**config.mk**
```make
export PLATFORM = sky130hd
export DESIGN_NAME = cnt_seq_ctrl
export DESIGN_NICKNAME = d
export VERILOG_FILES = /design/src/rtl/cnt_seq_pkg.sv /design/src/rtl/cnt_tick_gen.sv /design/src/rtl/cnt_seq_ctrl.sv
export SDC_FILE = /design/constraint.sdc
export NUM_CORES = 1
export LEC_CHECK = 0
export ABC_CLOCK_PERIOD_IN_PS = 1800
export CAP_MARGIN = 10
export CORE_MARGIN = 3
export CORE_UTILIZATION = 38
export CTS_CLUSTER_DIAMETER = 150
export CTS_CLUSTER_SIZE = 16
export DETAILED_ROUTE_END_ITERATION = 8
export HOLD_SLACK_MARGIN = 0.15
export SLEW_MARGIN = 40
export SYNTH_ARGS = -nofsm -noshare
export SYNTH_HDL_FRONTEND = slang
export SYNTH_SLANG_ARGS = --single-unit
```
**constraint.sdc**
```tcl
create_clock -name clk -period 1.8 [get_ports clk]
set_clock_uncertainty 0.1 [all_clocks]
set_input_delay 0.45 -clock clk [delete_from_list [all_inputs] [get_ports clk]]
set_output_delay 0.45 -clock clk [all_outputs]
set_load 0.01 [all_outputs]
```
**src/rtl/cnt_seq_pkg.sv**
```systemverilog
// Shared encodings and defaults for the counter run-control sequencer.
// Pure declarations: no logic, no latency, no flow control.
// Backpressure: not applicable.
package cnt_seq_pkg;

   localparam int CNT_W_DEF = 4;
   localparam int DIV_W_DEF = 16;

   typedef enum logic [1:0] {
      ST_IDLE  = 2'd0,
      ST_RUN   = 2'd1,
      ST_PAUSE = 2'd2,
      ST_DONE  = 2'd3
   } state_t;

   function automatic logic is_busy(input state_t s);
      return (s == ST_RUN) || (s == ST_PAUSE);
   endfunction

endpackage

```
**src/rtl/cnt_tick_gen.sv**
```systemverilog
// Programmable tick divider: counts 0..div_max_i while enabled, then wraps.
// Latency: tick_o is combinational from the divider register (due this cycle).
// Backpressure: en_i low freezes the phase; clr_i restarts it and wins over en_i.
module cnt_tick_gen #(
   parameter int DIV_W = 16
) (
   input  logic             clk,
   input  logic             rst,
   input  logic             en_i,
   input  logic             clr_i,
   input  logic [DIV_W-1:0] div_max_i,
   output logic             tick_o
);

   logic [DIV_W-1:0] div_q;
   logic [DIV_W-1:0] div_d;

   assign tick_o = (div_q == div_max_i);

   always_comb begin
      div_d = div_q;
      if (clr_i) begin
         div_d = '0;
      end else if (en_i) begin
         div_d = tick_o ? '0 : div_q + 1'b1;
      end
   end

   always_ff @(posedge clk) begin
      if (!rst) begin
         div_q <= '0;
      end else begin
         div_q <= div_d;
      end
   end

endmodule

```
**src/rtl/cnt_seq_ctrl.sv**
```systemverilog
// Run-control sequencer: start/stop/pause FSM stepping a counter on divided ticks.
// Latency: all outputs registered; first tick cfg_div+1 cycles after accepted start.
// Backpressure: none; commands are level-sampled, priority stop > pause > start.
// Optional down-counting via CNT_SEQ_CTRL_DOWN_EN (adds cfg_down input).
module cnt_seq_ctrl
   import cnt_seq_pkg::*;
#(
   parameter int CNT_W = CNT_W_DEF,
   parameter int DIV_W = DIV_W_DEF
) (
   input  logic             clk,
   input  logic             rst,
   input  logic             start,
   input  logic             stop,
   input  logic             pause,
   input  logic [DIV_W-1:0] cfg_div,
   input  logic [CNT_W-1:0] cfg_load,
   input  logic [CNT_W-1:0] cfg_term,
   input  logic             cfg_oneshot,
`ifdef CNT_SEQ_CTRL_DOWN_EN
   input  logic             cfg_down,
`endif
   output logic [CNT_W-1:0] cnt,
   output logic             tick,
   output logic             wrap,
   output logic             done,
   output logic             busy,
   output logic [1:0]       state
);

   state_t           state_q, state_d;
   logic [CNT_W-1:0] cnt_q, cnt_d;
   logic             tick_q, tick_d;
   logic             wrap_q, wrap_d;
   logic             done_q, done_d;
   logic             busy_q, busy_d;

   logic [DIV_W-1:0] div_sh_q;
   logic [CNT_W-1:0] term_sh_q;
   logic [CNT_W-1:0] load_sh_q;
   logic             one_sh_q;
`ifdef CNT_SEQ_CTRL_DOWN_EN
   logic             down_sh_q;
`endif

   logic             start_ok;
   logic             load_cfg;
   logic             run_go;
   logic             due;
   logic             step;
   logic             at_term;
   logic [CNT_W-1:0] cnt_nxt;

   // pause outranks start even where pause itself has no effect
   assign start_ok = start && !stop && !pause;
   assign load_cfg = start_ok && ((state_q == ST_IDLE) || (state_q == ST_DONE));
   assign run_go   = (state_q == ST_RUN) && !stop && !pause;
   assign step     = run_go && due;
   assign at_term  = (cnt_q == term_sh_q);

`ifdef CNT_SEQ_CTRL_DOWN_EN
   assign cnt_nxt = down_sh_q ? cnt_q - 1'b1 : cnt_q + 1'b1;
`else
   assign cnt_nxt = cnt_q + 1'b1;
`endif

   cnt_tick_gen #(
      .DIV_W (DIV_W)
   ) u_tick_gen (
      .clk       (clk),
      .rst       (rst),
      .en_i      (run_go),
      .clr_i     (stop || load_cfg),
      .div_max_i (div_sh_q),
      .tick_o    (due)
   );

   always_ff @(posedge clk) begin
      if (!rst) begin
         state_q <= ST_IDLE;
      end else begin
         state_q <= state_d;
      end
   end

   always_comb begin
      state_d = state_q;
      case (state_q)
         ST_IDLE, ST_DONE: begin
            if (stop) begin
               state_d = ST_IDLE;
            end else if (start_ok) begin
               state_d = ST_RUN;
            end
         end
         ST_RUN: begin
            if (stop) begin
               state_d = ST_IDLE;
            end else if (pause) begin
               state_d = ST_PAUSE;
            end else if (due && at_term && one_sh_q) begin
               state_d = ST_DONE;
            end
         end
         ST_PAUSE: begin
            if (stop) begin
               state_d = ST_IDLE;
            end else if (start_ok) begin
               state_d = ST_RUN;
            end
         end
         default: state_d = ST_IDLE;
      endcase
   end

   always_comb begin
      cnt_d  = cnt_q;
      tick_d = 1'b0;
      wrap_d = 1'b0;
      done_d = 1'b0;
      if (load_cfg) begin
         cnt_d = cfg_load;
      end else if (step) begin
         tick_d = 1'b1;
         if (at_term) begin
            if (one_sh_q) begin
               done_d = 1'b1;
            end else begin
               cnt_d  = load_sh_q;
               wrap_d = 1'b1;
            end
         end else begin
            cnt_d = cnt_nxt;
         end
      end
      busy_d = is_busy(state_d);
   end

   always_ff @(posedge clk) begin
      if (!rst) begin
         cnt_q     <= '0;
         tick_q    <= 1'b0;
         wrap_q    <= 1'b0;
         done_q    <= 1'b0;
         busy_q    <= 1'b0;
         div_sh_q  <= '0;
         term_sh_q <= '0;
         load_sh_q <= '0;
         one_sh_q  <= 1'b0;
`ifdef CNT_SEQ_CTRL_DOWN_EN
         down_sh_q <= 1'b0;
`endif
      end else begin
         cnt_q  <= cnt_d;
         tick_q <= tick_d;
         wrap_q <= wrap_d;
         done_q <= done_d;
         busy_q <= busy_d;
         if (load_cfg) begin
            div_sh_q  <= cfg_div;
            term_sh_q <= cfg_term;
            load_sh_q <= cfg_load;
            one_sh_q  <= cfg_oneshot;
`ifdef CNT_SEQ_CTRL_DOWN_EN
            down_sh_q <= cfg_down;
`endif
         end
      end
   end

   assign cnt   = cnt_q;
   assign tick  = tick_q;
   assign wrap  = wrap_q;
   assign done  = done_q;
   assign busy  = busy_q;
   assign state = state_q;

endmodule

```
==> results of run 1 <==
state kept, by name, indices dropped and copies added, names as in the netlist, 2 cells and up:
register,count
state,2
cnt,4
load_sh_q,4
term_sh_q,4
u_tick_gen.div_q,16
div_sh_q,16
power by group through the flow:
stage / Sequential [uW] / Combinational (uW) / Clock [uW]
after detailed placement: 1200 / 375 / 0
after floorplan: 1200 / 167 / 0
final: 1170 / 418 / 824
after global routing: 1170 / 450 / 894
after global placement: 1200 / 372 / 0
after CTS: 1170 / 397 / 851
final cells by class:
| class | count | share of cell area [%] |
|---|---|---|
| clock buffer | 6 | 2.39 |
| clock inverter | 2 | 1.01 |
| inverter | 6 | 0.651 |
| multi-input combinational | 221 | 40.1 |
| sequential | 51 | 29.7 |
| tap | 75 | 2.71 |
| timing repair buffer | 94 | 23.5 |
final timing paths:
kind / from / endpoint / slack (ns)
worst min-delay path: load_sh_q[1] / load_sh_q[1] / 0.36
worst min register to register: load_sh_q[1] / load_sh_q[1] / 0.36
worst max register to register: div_sh_q[4] / done / -0.23
worst max-delay path: div_sh_q[4] / done / -0.23
what timing repair did:
item                                    CTS  global route
pin swaps                                 9             4
gates resized for setup                  19             7
endpoints found under the setup margin   57            33
setup buffers                             1             1
stage by stage:
stage / util [%] / cell area [um^2] / hold WS (ns) / cells
detailed placement: 53.8 / 3260 / 0.352 / 445
CTS: 56.4 / 3420 / 0.365 / 454
global route: 57.1 / 3460 / 0.386 / 455
finish: 57.1 / 3460 / 0.360 / 455
global placement: 53.8 / 3260 / 0.346 / 445
floorplan: - / 2450 / 0.336 / 293
critical path, delay by kind of cell (launching register included):
| family | cells | cell delay, ns |
|---|---|---|
| DFF | 1 | 0.33 |
| buffers and inverters | 3 | 0.47 |
| and+or+nand+nor | 4 | 0.92 |
| xor gates and xnor gates | 1 | 0.16 |
per-layer routing:
layer	vias up	global-route usage, %
met4	0	5.04
met5	-	0
met3	6	3.07
met1	1029	24.9
met2	50	25.8
li1	1175	-
kinds of logic (layout without fill, tap and decap cells):
kind of cell	after synthesis	count (layout)
flops	51	51
fa+ha+maj	4	4
buf+inv	21	108
mux	2	2
xor+xnor	37	37
compound gates	50	50
simple gates	128	128
cells in the final DEF, fill, tap and decap left out, drive strengths merged, types with 2 or more instances in the layout:
cell type,instances
a211oi,3
a21o,2
a21oi,27
a31oi,4
and4,2
buf,55
clkbuf,6
clkdlybuf4s50,31
dfxtp,51
dlygate4sd2,8
ha,4
inv,6
mux2i,2
nand2,61
nand3,4
nand4,8
nor2,28
nor3,6
nor3b,2
nor4,8
o21ai,6
o22ai,2
or4,2
xnor2,15
xor2,22
==> metrics.txt, run 1 <==
count of buffers inserted at the top-level ports=39; share of power burned in registers=48.5%; routed length on met1=about 3200 um; maximum cell stage delay along the critical path=~0.4 ns; cell with the most instances after synthesis=sky130_fd_sc_hd__nand2_1; total number of H-tree levels=2; most used cell along the critical path=sky130_fd_sc_hd__buf_6; cell area power density=approximately 700 nW/um^2; maximum fanout encountered on the critical timing path=5; die width=86.0 um; HPWL after DPL=4580 um; routed via count divided by cell count=4.97; most instantiated flip-flop cell in the synthesis netlist=sky130_fd_sc_hd__dfxtp_1; Tmin final=~2 ns; share of synthesized cell area in full adder, half adder and majority cells=approximately 2.1%; cell types with the highest counts after synthesis=sky130_fd_sc_hd__nand2_1, sky130_fd_sc_hd__dfxtp_1, sky130_fd_sc_hd__nor2_1, sky130_fd_sc_hd__a21oi_1, sky130_fd_sc_hd__xor2_1; Critical Path RT=1.94 ns; startpoint types=register; top routing layer in use=met4; combinational share of power=between 15 and 20%; clk root buf=sky130_fd_sc_hd__clkbuf_8; category of the critical setup timing path=register to register; Area Growth Syn to Fin=42.4%; TritonCTS clock tree=done; latest clock arrival within the worst-skew pair=around 0.30 ns; Synth area leader=sky130_fd_sc_hd__dfxtp_1; Boundary Pins=40; Period Utilization, post-route=113%; FF/Latch Area=1030 um^2; Reg2Reg Depth=8; overall fraction of global-route tracks in use=between 10% and 20%; Routed met2 length=~2500 um; drt drc=0; net switching power=approximately 600 uW; via total after detailed routing=between 2000 and 2500; slowest stage cell, crit path=sky130_fd_sc_hd__or3_4; Final Hold Vio Count=0; synthesized-area fraction occupied by ao, oa, aoi and oai cells=roughly 12%; cell chain of the critical path=xor2_1 > nor4_2 > buf_4 > nand4_1 > buf_6 > buf_6 > or3_4 > nor3_4; Leakage Power=0.00141 uW; number of nets at the end of the flow=413; share of post-route cells with drive strength above 1=23.2%; Slew Limit Headroom=between 70 and 80%; First DRT Iteration DRCs=113; Finish-stage setup viols=25; count of inserted antenna diode cells=0; post-DR wirelength/cell=13.3 um; simple-gate area share of the yosys netlist=around a quarter; share of the synthesized netlist area taken by xor and xnor gates=between 10% and 20%; post-synthesis instance area=around 2400 um^2; slew at the pin closest to its max-slew limit=between 0.3 and 0.4 ns; worst-case setup slack after placement=-0.435 ns; type of the tightest min-delay check=register to register; die height=about 86 um; fin. max-slew vios=0; total routed wirelength=between 6000 and 7000 um; first-pass GRT wire length=a little over 10000 um; kind of capture point of the worst setup path=register; number of antenna violations at the first check in global routing=0; effective utilization at floorplan=about two fifths; number of flops mapped to enable cells by yosys=0; fraction of synthesis flops using an asynchronous set or reset pin=0%; violated checks=negative setup slack; hold_buf cts=0; Post-Syn Area per Cell=about 8.3 um^2; CTS Sinks=51; setup TNS=-3.40 ns; synthesis-stage register bit count=51; library cells used by synthesis=43; count of warnings emitted by yosys=0; number of cells on the worst hold path=2; total grt overflow=0; unrepaired setup endpoints after global routing=true; number of global-route vias before repair=around 2100; Worst VDD drop=about 430 uV; total nets after synthesis=about 330; worst-case setup margin in the final layout=-0.228 ns; dominant combinational cell family by area after synthesis=simple AND/OR/NAND/NOR gates; CTS clk-pin slew, worst paths=0.10 ns; multiplexer share of the synthesized area=less than 1%; number of buffers created by CTS=5; crit path DAT=approximately 2.2 ns; std cell rows=28; final total power=between 2000 and 2500 uW; run status=complete, but fails checks; # fillers=~560; Clk pwr share=34.2%; area of the core=around 6100 um^2; MaxCap Viol Count=0; largest cells by area after synthesis=sky130_fd_sc_hd__dfxtp_1, sky130_fd_sc_hd__nand2_1, sky130_fd_sc_hd__xor2_1, sky130_fd_sc_hd__a21oi_1, sky130_fd_sc_hd__xnor2_1; cell internal pwr=1820 uW; Max Buffers Root-to-Sink=2; pin count of the biggest net entering global routing=31; post-detailed-route count of antenna-violating nets=0; sequential cell area fraction in the yosys report=42.0%; Die ar.=roughly 7400 um^2; total iterations of the first detailed-routing run=4; detailed route wirelength on metal3=231 um; Routability Congestion=0.834; footprint of the multi-input gates=approximately 1400 um^2; fmax=493 MHz; post-synthesis instance total=293; Net Sw Frac=between 20% and 30%; Yosys top cell area share=42.0%
No activity file was read; power rests on OpenSTA's default activity.
==> run 2: changes to the inputs <==
--- a/config.mk
+++ b/config.mk
@@ -5,7 +5,7 @@
 export SDC_FILE = /design/constraint.sdc
 export NUM_CORES = 1
 export LEC_CHECK = 0
-export ABC_CLOCK_PERIOD_IN_PS = 1800
+export ABC_CLOCK_PERIOD_IN_PS = 2500
 export CAP_MARGIN = 10
 export CORE_MARGIN = 3
 export CORE_UTILIZATION = 38
==> constraint.sdc (replaced) <==
create_clock -name clk -period 2.5 [get_ports clk]
set_clock_uncertainty 0.1 [all_clocks]
set_input_delay 0.625 -clock clk [delete_from_list [all_inputs] [get_ports clk]]
set_output_delay 0.625 -clock clk [all_outputs]
set_load 0.01 [all_outputs]
==> run 2 against run 1 <==
Net effect: the flow now finishes without violations; setup slack improved by 0.52 ns; routed wire length fell by 9.2%; die area did not move; global-route usage fell by 1.7 points; sequential share of layout area rose by 4.1 points; first-iteration DRC count fell by 13%; critical endpoint unchanged.
==> metrics.txt, run 2 (synthesis gave the netlist of run 1 again) <==
run status=complete, no violations; crit path DAT=about 2.3 ns; routed via count divided by cell count=a little over 5; die height=about 86 um; Max Buffers Root-to-Sink=2; Area Growth Syn to Fin=24.5%; share of post-route cells with drive strength above 1=under 10%; MaxCap Viol Count=0; HPWL after DPL=between 4000 and 5000 um; post-route insts no fill=roughly 400; crit-path leading delay family=simple AND/OR/NAND/NOR gates; total number of H-tree levels=2; Slew Limit Headroom=around three quarters; drt drc=0; net switching power=between 300 and 400 uW; slew at the pin closest to its max-slew limit=0.373 ns; post-layout util=between 40% and 50%; maximum fanout encountered on the critical timing path=7; effective utilization at floorplan=around 40%; post-CTS setup buffers=0; via total after detailed routing=2093; area of the core=between 6000 and 7000 um^2; Die ar.=between 7000 and 8000 um^2; Final Hold Vio Count=0; number of buffers created by CTS=5; std cell rows=28; Boundary Pins=40; commonest cells after routing, fill and taps aside=sky130_fd_sc_hd__nand2_1, sky130_fd_sc_hd__dfxtp_1, sky130_fd_sc_hd__clkdlybuf4s50_1, sky130_fd_sc_hd__nor2_1, sky130_fd_sc_hd__a21oi_1; Clk pwr share=between 30% and 40%; buffer and inverter count on the worst path=1; count of inserted antenna diode cells=0; end of the critical path=done; Critical Path RT=about 2.6 ns; number of nets at the end of the flow=~370; number of global-route vias before repair=approximately 2000; Worst VDD drop=just under 300 uV; category of the critical setup timing path=register to register; met3 Track Usage GR=under 10%; hold_buf cts=0; Period Utilization, post-route=a little under 90%; first-pass GRT wire length=9230 um; total routed wirelength=~5500 um; clk root buf=sky130_fd_sc_hd__clkbuf_8; Post-Place Cells=slightly above 400; Finish-stage setup viols=0; Net Sw Frac=25.3%; M1 GR Usage=between 20% and 30%; Reg2Reg Depth=6; total iterations of the first detailed-routing run=4; most common cell after layout, fill and taps aside=sky130_fd_sc_hd__nand2_1; launch point of the worst path=u_tick_gen.div_q[9]; type of the tightest min-delay check=register to register; cell internal pwr=between 1000 and 1500 uW; combinational share of power=between 10% and 20%; TritonCTS clock tree=done; setup TNS=0 ns; maximum cell stage delay along the critical path=a little under 0.4 ns; kind of capture point of the worst setup path=register; startpoint of the worst-slack reg-to-reg timing path=u_tick_gen.div_q[9]; slowest stage cell, crit path=sky130_fd_sc_hd__nor4_1; cell area power density=~500 nW/um^2; final total power=1550 uW; die width=about 86 um; post-detailed-route count of antenna-violating nets=0; Tmin final=about 2.2 ns; WP depth=6; Routability Congestion=approximately 0.83; fmax=around 450 MHz; CTS clk-pin slew, worst paths=around 0.090 ns; overall fraction of global-route tracks in use=around 15%; count of instances resized after the clock tree is built=0; number of antenna violations at the first check in global routing=0; # fillers=630; latest clock arrival within the worst-skew pair=~0.3 ns; Leakage Power=between 0.001 and 0.0015 uW; unrepaired setup endpoints after global routing=false; count of buffers inserted at the top-level ports=39; layer with the highest usage=met2; cell chain of the critical path=xor2_1 > nor4_1 > nand4_1 > buf_4 > or3_4 > nor3_2; r2r setup slk=around 0.29 ns; CTS Sinks=slightly above 50; post-DR wirelength/cell=about 13 um; critical register-to-register path endpoint=done; pin count of the biggest net entering global routing=31; largest registers=div_sh_q x16, u_tick_gen.div_q x16; startpoint types=register; share of power burned in registers=a little over half; fin. max-slew vios=0; First DRT Iteration DRCs=a little under 100; met2 Resource Use GR=23.2%; total grt overflow=0
[run 2: stage by stage]
stage               worst slack (ns)  hold WS (ns)  area [um^2]
CTS                            0.250         0.366         3020
finish                         0.292         0.361         3020
floorplan                      0.415         0.336         2430
detailed placement            0.0371         0.353         2940
global placement              0.0385         0.345         2940
global route                  0.0782         0.394         3020
[run 2: cell type report]
class                      count  area [um^2]  share of cell area [%]
multi-input combinational    221         1310                    43.4
sequential                    51         1020                    33.8
timing repair buffer          50          485                    16.1
tap                           75         93.8                    3.10
clock buffer                   6         82.6                    2.73
inverter                       6         22.5                   0.745
clock inverter                 1         5.00                   0.165
[run 2: worst min path at each step]
stage,cells after the start,endpoint,slack (ns),startpoint
floorplan,2,load_sh_q[1],0.34,load_sh_q[1]
global placement,2,load_sh_q[0],0.34,load_sh_q[0]
detailed placement,2,load_sh_q[0],0.35,load_sh_q[0]
CTS,2,load_sh_q[0],0.37,load_sh_q[0]
global route,2,div_sh_q[4],0.39,div_sh_q[4]
finish,2,load_sh_q[1],0.36,load_sh_q[1]
[run 2: power by group through the flow]
| stage | logic (uW) | registers, uW | clock network [uW] |
|---|---|---|---|
| after floorplan | 117 | 863 | 0 |
| after global placement | 214 | 864 | 0 |
| after detailed placement | 215 | 865 | 0 |
| after CTS | 216 | 846 | 501 |
| after global routing | 237 | 848 | 530 |
| final | 216 | 845 | 484 |
[run 2: tightest hold or removal path, delay by kind of cell, from the launching register on]
family	cells	cell delay [ns]
compound gates	1	0.05
flops	1	0.32
simple gates	1	0.05
[run 2: routing by layer]
metal | vias up | routed length, um
met2 | 41 | 2330
met3 | 6 | 218
met5 | - | 0
met4 | 0 | 74
met1 | 965 | 2860
li1 | 1081 | -
